**src/rtl/uart_pkg.sv**
```systemverilog
// Shared UART definitions: FSM state type, data/frame sizes and the baud-period helper.
// Build option: define UART_TX_PARITY_EN for 8E1 frames (adds the PARITY state and
// lengthens the frame to 11 symbols); leave it undefined for plain 8N1.
package uart_pkg;

  localparam int unsigned UART_DATA_BITS = 8;

`ifdef UART_TX_PARITY_EN
  localparam int unsigned UART_FRAME_SYMBOLS = 11;
  typedef enum logic [2:0] {IDLE, START, DATA, PARITY, STOP} uart_state_e;
`else
  localparam int unsigned UART_FRAME_SYMBOLS = 10;
  typedef enum logic [2:0] {IDLE, START, DATA, STOP} uart_state_e;
`endif

  // Clock cycles per symbol, floor division.
  function automatic int unsigned symbol_edge_time(input int unsigned clock_freq,
                                                   input int unsigned baud_rate);
    return clock_freq / baud_rate;
  endfunction

endpackage

```
**src/rtl/uart_baud_counter.sv**
```systemverilog
// Symbol timer shared by the UART transmitter and receiver.
// Ports:
//   clk         in  system clock
//   rst         in  asynchronous active-low reset
//   run         in  count while high; held at OFFSET while low
//   symbol_edge out one-cycle pulse in the last cycle of each PERIOD-cycle symbol
// OFFSET lets the receiver start half a period in so it samples mid-symbol.
module uart_baud_counter #(
  parameter int unsigned PERIOD = 434,
  parameter int unsigned OFFSET = 0
) (
  input  logic clk,
  input  logic rst,
  input  logic run,
  output logic symbol_edge
);

  localparam int unsigned WIDTH = (PERIOD > 1) ? $clog2(PERIOD) : 1;
  localparam logic [WIDTH-1:0] LAST  = WIDTH'(PERIOD - 1);
  localparam logic [WIDTH-1:0] START = WIDTH'(OFFSET);

  logic [WIDTH-1:0] r_count;

  always_ff @(posedge clk or negedge rst) begin
    if (!rst) begin
      r_count <= START;
    end else if (!run) begin
      r_count <= START;
    end else if (r_count == LAST) begin
      r_count <= '0;
    end else begin
      r_count <= r_count + WIDTH'(1);
    end
  end

  // Pulse coincides with the wrap so the FSM advances on the same edge the count restarts.
  assign symbol_edge = run && (r_count == LAST);

endmodule

```
**src/rtl/uart_transmitter.sv**
```systemverilog
// UART transmit path: accepts one byte over ready/valid and shifts it out LSB-first.
// Ports:
//   clk           in  system clock
//   rst           in  asynchronous active-low reset
//   data_in       in  byte to send, captured only on handshake
//   data_in_valid in  producer has a byte
//   data_in_ready out high only while idle
//   serial_out    out UART line, idle high, driven straight from a flop
// Build option: UART_TX_PARITY_EN inserts an even-parity symbol before stop (8E1).
module uart_transmitter
  import uart_pkg::*;
#(
  parameter int unsigned CLOCK_FREQ = 50_000_000,
  parameter int unsigned BAUD_RATE  = 115_200
) (
  input  logic                      clk,
  input  logic                      rst,
  input  logic [UART_DATA_BITS-1:0] data_in,
  input  logic                      data_in_valid,
  output logic                      data_in_ready,
  output logic                      serial_out
);

  localparam int unsigned SYMBOL_EDGE_TIME = symbol_edge_time(CLOCK_FREQ, BAUD_RATE);
  localparam int unsigned IDX_W = $clog2(UART_DATA_BITS);
  localparam logic [IDX_W-1:0] LAST_IDX = IDX_W'(UART_DATA_BITS - 1);

  uart_state_e               r_state;
  logic [UART_DATA_BITS-1:0] r_shift;
  logic [IDX_W-1:0]          r_bit_idx;
  logic                      r_serial_out;
  logic                      r_ready;

  logic             w_run;
  logic             w_symbol_edge;
  logic [IDX_W-1:0] w_next_idx;

  assign w_run      = (r_state != IDLE);
  assign w_next_idx = r_bit_idx + IDX_W'(1);

  uart_baud_counter #(
    .PERIOD(SYMBOL_EDGE_TIME),
    .OFFSET(0)
  ) u_baud_counter (
    .clk        (clk),
    .rst        (rst),
    .run        (w_run),
    .symbol_edge(w_symbol_edge)
  );

  // Outputs are loaded with the level of the state being entered, so serial_out
  // always matches the current state without any decode after the flop.
  always_ff @(posedge clk or negedge rst) begin
    if (!rst) begin
      r_state      <= IDLE;
      r_shift      <= '0;
      r_bit_idx    <= '0;
      r_serial_out <= 1'b1;
      r_ready      <= 1'b1;
    end else begin
      unique case (r_state)
        IDLE: begin
          if (data_in_valid) begin
            r_shift      <= data_in;
            r_bit_idx    <= '0;
            r_state      <= START;
            r_serial_out <= 1'b0;
            r_ready      <= 1'b0;
          end
        end
        START: begin
          if (w_symbol_edge) begin
            r_state      <= DATA;
            r_serial_out <= r_shift[0];
          end
        end
        DATA: begin
          if (w_symbol_edge) begin
            if (r_bit_idx == LAST_IDX) begin
              r_bit_idx <= '0;
`ifdef UART_TX_PARITY_EN
              r_state      <= PARITY;
              r_serial_out <= ^r_shift;
`else
              r_state      <= STOP;
              r_serial_out <= 1'b1;
`endif
            end else begin
              r_bit_idx    <= w_next_idx;
              r_serial_out <= r_shift[w_next_idx];
            end
          end
        end
`ifdef UART_TX_PARITY_EN
        PARITY: begin
          if (w_symbol_edge) begin
            r_state      <= STOP;
            r_serial_out <= 1'b1;
          end
        end
`endif
        STOP: begin
          if (w_symbol_edge) begin
            r_state      <= IDLE;
            r_serial_out <= 1'b1;
            r_ready      <= 1'b1;
          end
        end
        default: begin
          r_state      <= IDLE;
          r_bit_idx    <= '0;
          r_serial_out <= 1'b1;
          r_ready      <= 1'b1;
        end
      endcase
    end
  end

  assign serial_out    = r_serial_out;
  assign data_in_ready = r_ready;

endmodule

```
**config.mk**
```make
export PLATFORM = sky130hd
export DESIGN_NAME = uart_transmitter
export DESIGN_NICKNAME = d
export VERILOG_FILES = /design/src/rtl/uart_pkg.sv /design/src/rtl/uart_baud_counter.sv /design/src/rtl/uart_transmitter.sv
export SDC_FILE = /design/constraint.sdc
export NUM_CORES = 1
export LEC_CHECK = 0
export BUFFER_PORTS_ARGS = -buffer_cell sky130_fd_sc_hd__buf_2
export CAP_MARGIN = 0
export CORE_UTILIZATION = 35
export CTS_BUF_LIST = sky130_fd_sc_hd__clkbuf_4
export CTS_CLUSTER_DIAMETER = 100
export CTS_CLUSTER_SIZE = 40
export DETAILED_ROUTE_END_ITERATION = 8
export SLEW_MARGIN = 5
export SYNTH_ARGS = -nofsm -noshare
export SYNTH_HDL_FRONTEND = slang
export SYNTH_SLANG_ARGS = --single-unit
```
**constraint.sdc**
```tcl
create_clock -name clk -period 4.55 [get_ports clk]
set_input_delay 0.91 -clock clk [delete_from_list [all_inputs] [get_ports clk]]
set_output_delay 0.91 -clock clk [all_outputs]
set_load 0.02 [all_outputs]
```
==> results.ini, run 1 <==
[clock_network]
htreeDepth = 1
numCtsBuffers = 3
ctsHoldBuffers = 0
cts.sinks = 24
cts_root_buffer = clkbuf_4
post_cts_buffers = 0
cts_tree = done
clock_latency_ns = 0.31
cts.clk_slew.worst_paths_ns = 0.14
clock_path_buffers = 2
cts_resized = 0

[setup_path]
regToRegSetupSlack_ns = 2.52
reg2reg_depth = 5
worstPathArrival_ns = 2.26
critPathSlowestCell = or3_1
required_ns = 4.78
reg2reg_to = r_bit_idx[0]
path_cells = inv_1 -> ha_1 -> or3_1 -> or3_4 -> o311ai_2
r2r_start = r_state[0]
endpoint_kind = flop
crit_path_max_fanout = 8
max_stage_delay_ns = 0.51
worstSetupStartpointType = flop
criticalPathCategory = reg -> reg

[worst_hold_path]
whs_path_depth = 1
min_from = u_baud_counter.r_count[0]
hp-class = reg -> reg
hold_end = u_baud_counter.r_count[0]

[final_layout]
syn2layout_area_growth_pct = 10.1
drive_gt1_share_pct = 24.0
nNetsFinal = 150
nFillCells = 326
diodes = 0
fin_area_um2 = 1440

[pwr]
share_comb_of_total_power_pct = 2.6
leakage_nw = 0.687
p_int_uw = 249
power.density_nw_per_um2 = 222
switching_share_pct = 22.0
seqPwrFrac_pct = 66.9
ir_drop_v = 0.0000838
power_switching_uw = 70.3
pwr-share-clk_pct = 30.4

[die]
fp.dieW_um = 63.0
fp-row-count = 21
core_area_um2 = 3440
die_y_um = 63.0
initial_core_util_pct = 37.9
io_pins = 13
dieArea_um2 = 3970

[flow_run]
drv_cap = 0

[placed_design]
pre_cts_ws_ns = 2.55
portBuffers = 12
post_dp_cell_area_um2 = 1410
post-dp-hpwl_um = 1680
gp_congestion = 0.767

[outcome]
run_status = completed

[route]
drc = 0
wire_per_inst_um = 12.9
firstDrtPassIters = 4
vias = 888
drt_iter0_drc = 23
drt_wl_total_um = 2250
via_per_inst = 5.07
antenna_left = 0

[timing]
setup_ws_ns = 2.52
min_period_ns = 2.03
rsz0062_at_grt = no
finalSetupViolations = 0
fmax_ghz = 0.492
maxSlewViolCount = 0
hold_violations = 0
period_share_pct = 44.6
worst_pin_slew_ns = 0.634
skew_ns = 0.00400
whs_ns = 0.499
slew_headroom_pct = 57.5
fin_setup_tns_ns = 0

[synthesis]
ys_async_sr_fraction_pct = 100
ys_seq_elements = 24
post-synth-top-count-cell = dfrtp_1
ys.flop_type = dfrtp_1
synth_warnings = 0
synth_edf_count = 0
syn-num-nets = 136
yosys.area.top_type = dfrtp_1
synth_cell_types = 33
ys_seq_area_share_pct = 46.3
synthCells = 116
syn_avg_cell_area_um2 = 11.2
synth_top_area_share_pct = 42.2
ys_top_cells_by_area = dfrtp_1, ha_1, mux2_2, dfstp_2, inv_1
synth_commonest_cells = dfrtp_1, ha_1, inv_1, mux2_2, nor2_1
syn-cell-area_um2 = 1300

[global_route]
grt_pass1_wl_um = 4000
grt_pass1_vias = 927
grt_start_max_net_pins = 25
antenna_found_initial = 0
gr-total-overflow = 0
track_usage_pct = 12.8

[per-stage QoR]
stage,std cells,util [%],power (mW)
after CTS,175,41.7,0.323
after global routing,175,41.7,0.332
after detailed placement,171,40.9,0.226
after global placement,171,40.9,0.226
final,175,41.7,0.319
after floorplan,116,-,0.218
[cells in the final DEF, fill, tap and decap left out, drive strengths merged, types with 4 or more instances in the layout]
master,count
nand3,4
mux2,9
ha,9
o21ai,7
and3,4
a21oi,5
nor2,8
nand2,6
or3,4
buf,12
inv,9
dfrtp,22
[sequential cells by signal (all words and copies together) (netlist names)]
name and flops:
serial_out 1, r_shift 8, data_in_ready 1, r_bit_idx 3, r_state 2, u_baud_counter.r_count 9
[routing by layer]
layer	track usage, %	vias up	part of all wire, %
li1	-	443	-
met1	17.0	429	53
met2	20.0	14	44
met3	2.19	2	2.1
met4	6.10	0	1.2
met5	0	-	0
[worst max-delay path by stage]
stage                     cells past startpoint            to       start  slack (ns)
final                                         5  r_bit_idx[0]  r_state[0]        2.52
after global routing                          5  r_bit_idx[0]  r_state[0]        2.45
after CTS                                     5  r_bit_idx[0]  r_state[0]        2.53
after detailed placement                      5  r_bit_idx[0]  r_state[0]        2.55
after global placement                        5  r_bit_idx[0]  r_state[0]        2.57
after floorplan                               6  r_bit_idx[0]  r_state[0]        2.68
[kinds of logic after synthesis]
| family | synth area share, % |
|---|---|
| xor+xnor | 3.36 |
| mux | 11.8 |
| buf+inv | 3.55 |
| fa+ha+maj | 8.64 |
| compound gates | 12.4 |
| flops | 46.3 |
| simple gates | 14.0 |
[worst max-delay path, delay by kind of cell (launching register included)]
family	cells	cell delay [ns]
simple gates	2	0.93
flops	1	0.44
fa+ha+maj	1	0.27
compound gates	1	0.21
buf+inv	1	0.10
[power groups by stage]
| stage | clock network, mW | logic [mW] | registers, mW |
|---|---|---|---|
| final | 0.0971 | 0.00836 | 0.213 |
| after global routing | 0.109 | 0.00974 | 0.213 |
| after CTS | 0.100 | 0.00892 | 0.213 |
| after detailed placement | 0 | 0.00890 | 0.217 |
| after global placement | 0 | 0.00863 | 0.217 |
| after floorplan | 0 | 0.000244 | 0.217 |
[layout make-up]
cell class | instances | area [µm²] | area share, %
multi-input cells | 80 | 654 | 45.6
flip-flops and latches | 24 | 603 | 42.0
repair buffers | 12 | 60.1 | 4.18
well taps | 46 | 57.6 | 4.01
inverters | 9 | 33.8 | 2.35
clock buffers | 3 | 22.5 | 1.57
clock inverters | 1 | 3.75 | 0.262
No activity file was read; power rests on OpenSTA's default activity.
==> run 2, diff against run 1 <==
clock period = 1.6 ns   (was 4.55 ns; I/O delays follow)
==> run 2 against run 1 <==
Compared with the run above:
- the flow now finishes with violations (negative setup slack)
- worst setup slack worse by 2.7 ns
- clock-buffer cell count stayed put
- core utilization is 10 points higher
- non-clock buffer count is 33 higher
- cell count is 19% higher
- largest cell class unchanged
- sequential share of layout area is 8.4 points lower
- clock power grew to 4.6 times the previous value
- sequential power grew to 2.8 times the previous value
- combinational power grew to 3.2 times the previous value
- clock skew is 0.0031 ns higher
- power grew to 3.4 times the previous value
==> results.ini, run 2 (synthesis results as in run 1) <==
[outcome]
run_status = finished, violations left
violations = negative setup slack

[die]
dieArea_um2 = 3970  ; unchanged
fp.dieW_um = 63.0  ; unchanged
initial_core_util_pct = 37.9  ; unchanged
core_area_um2 = 3440  ; unchanged
die_y_um = 63.0  ; unchanged
io_pins = 13  ; unchanged
fp-row-count = 21  ; unchanged

[route]
drc = 0  ; unchanged
vias = 1010  ; +14%
antenna_left = 0  ; unchanged
firstDrtPassIters = 4  ; unchanged
drt_wl_total_um = 2830  ; +26%
wire_per_inst_um = 13.6  ; +5.7%
via_per_inst = 4.86  ; -4.3%
drt_iter0_drc = 33  ; +43%

[clock_network]
cts.clk_slew.worst_paths_ns = 0.14  ; about the same
numCtsBuffers = 3  ; unchanged
cts_root_buffer = clkbuf_4
cts.sinks = 24  ; unchanged
clock_path_buffers = 2  ; unchanged
htreeDepth = 1  ; unchanged
cts_tree = done
clock_latency_ns = 0.33  ; +0.02 ns

[global_route]
track_usage_pct = 17.5  ; +4.7 points
grt_pass1_wl_um = 5360  ; +34%
antenna_found_initial = 0  ; unchanged
grt_pass1_vias = 1194  ; +29%
gr-total-overflow = 0  ; unchanged
grt_start_max_net_pins = 25  ; unchanged

[placed_design]
gp_congestion = 0.791  ; +3.1%
post-dp-hpwl_um = 2090  ; +24%
portBuffers = 12  ; unchanged
pre_cts_ws_ns = -0.269  ; -2.82 ns

[timing]
fmax_ghz = 0.561  ; +14%
finalSetupViolations = 6  ; +6
maxSlewViolCount = 0  ; unchanged
whs_ns = 0.205  ; -0.294 ns
rsz0062_at_grt = yes
hold_violations = 0  ; unchanged
fin_setup_tns_ns = -0.723  ; -0.723 ns
setup_ws_ns = -0.181  ; -2.70 ns
min_period_ns = 1.78  ; -0.250 ns
worst_pin_slew_ns = 0.541  ; -0.0934 ns
slew_headroom_pct = 64.0  ; +6.5 points
skew_ns = 0.00707  ; +0.00307 ns
period_share_pct = 111  ; +67 points

[flow_run]
drv_cap = 0  ; unchanged

[final_layout]
nNetsFinal = 183  ; +22%
diodes = 0  ; unchanged
final_cell_mix = buf_4, dfrtp_1, buf_2
nFillCells = 305  ; -6.4%
syn2layout_area_growth_pct = 37.7
largest_reg_flops = 9  ; unchanged
top_regs = u_baud_counter.r_count x9, r_shift x8, r_bit_idx x3
finish.utilization_pct = 52.2  ; +10 points
mostFrequentLayoutCell = buf_4
largest_register = u_baud_counter.r_count
drive_gt1_share_pct = 47.5  ; +23 points

[setup_path]
endpoint_kind = flop
required_ns = 1.84  ; -2.94 ns
critPathLaunch = u_baud_counter.r_count[1]
crit_path_max_fanout = 3  ; -5
worstPathArrival_ns = 2.02  ; -0.24 ns
worstSetupStartpointType = flop
criticalPathCategory = reg -> reg
r2r_start = u_baud_counter.r_count[1]

[pwr]
pwr-share-clk_pct = 41.4  ; +11 points
total_power_mw = 1.08  ; +240%
share_comb_of_total_power_pct = 2.5  ; about the same
ir_drop_v = 0.000349  ; +320%
power_switching_uw = 211  ; +200%
power.density_nw_per_um2 = 602  ; +170%
leakage_nw = 0.870  ; +27%
seqPwrFrac_pct = 56.1  ; -11 points
switching_share_pct = 19.5  ; -2.6 points
p_int_uw = 871  ; +250%

[worst_hold_path]
hp-class = in -> reg
min_from = data_in[6]

-- run 2: routing by layer --
metal	wire length [µm]	vias up	track usage (%)
li1	-	507	-
met1	1290	483	20.5
met2	1420	15	31.2
met3	48	5	2.19
met4	63	0	8.72
met5	0	-	0
-- run 2: path summary, 6_finish.rpt --
path | end | slack, ns | cells after the start
worst max-delay path | r_bit_idx[0] | -0.18 | 6
worst min-delay path | r_shift[6] | 0.21 | 2
worst max register to register | r_bit_idx[0] | -0.18 | 6
worst min register to register | data_in_ready | 0.51 | 2
max in group asynchronous | data_in_ready | 0.74 | 2
min in group asynchronous | r_shift[0] | 0.49 | 2
-- run 2: area by class of cell --
| cell class | instances | area, µm² | area share [%] |
|---|---|---|---|
| multi-input cells | 80 | 738 | 41.1 |
| flip-flops and latches | 24 | 603 | 33.6 |
| repair buffers | 45 | 310 | 17.3 |
| well taps | 46 | 57.6 | 3.21 |
| inverters | 9 | 33.8 | 1.88 |
| clock inverters | 1 | 30.0 | 1.67 |
| clock buffers | 3 | 22.5 | 1.25 |
-- run 2: repair_timing --
item,CTS,global route
pin swaps,2,1
gates resized for setup,12,5
hold buffers,1,0
hold endpoints to repair,22,0
buffers inserted,2,2
setup endpoints to repair,6,9
-- run 2: worst max-delay path, cell delays in order, from the launching register on --
cell	delay, ns
dfrtp_1	0.41
inv_2	0.07
ha_4	0.13
nand4b_4	0.10
or3_4	0.35
or3_4	0.40
o311ai_4	0.24
-- run 2: power groups by stage --
stage / registers (mW) / logic (mW) / clock network, mW
2_1_floorplan: 0.618 / 0.000694 / 0
3_3_place_gp: 0.618 / 0.0248 / 0
3_5_place_dp: 0.618 / 0.0255 / 0
4_1_cts: 0.607 / 0.0276 / 0.470
5_1_grt: 0.607 / 0.0311 / 0.495
6_report: 0.607 / 0.0266 / 0.448
-- run 2: stage by stage --
step                      instance area, µm²  cells
after global routing                    1800    208
after global placement                  1620    199
after CTS                               1760    206
final                                   1800    208
after detailed placement                1620    199
after floorplan                         1310    116
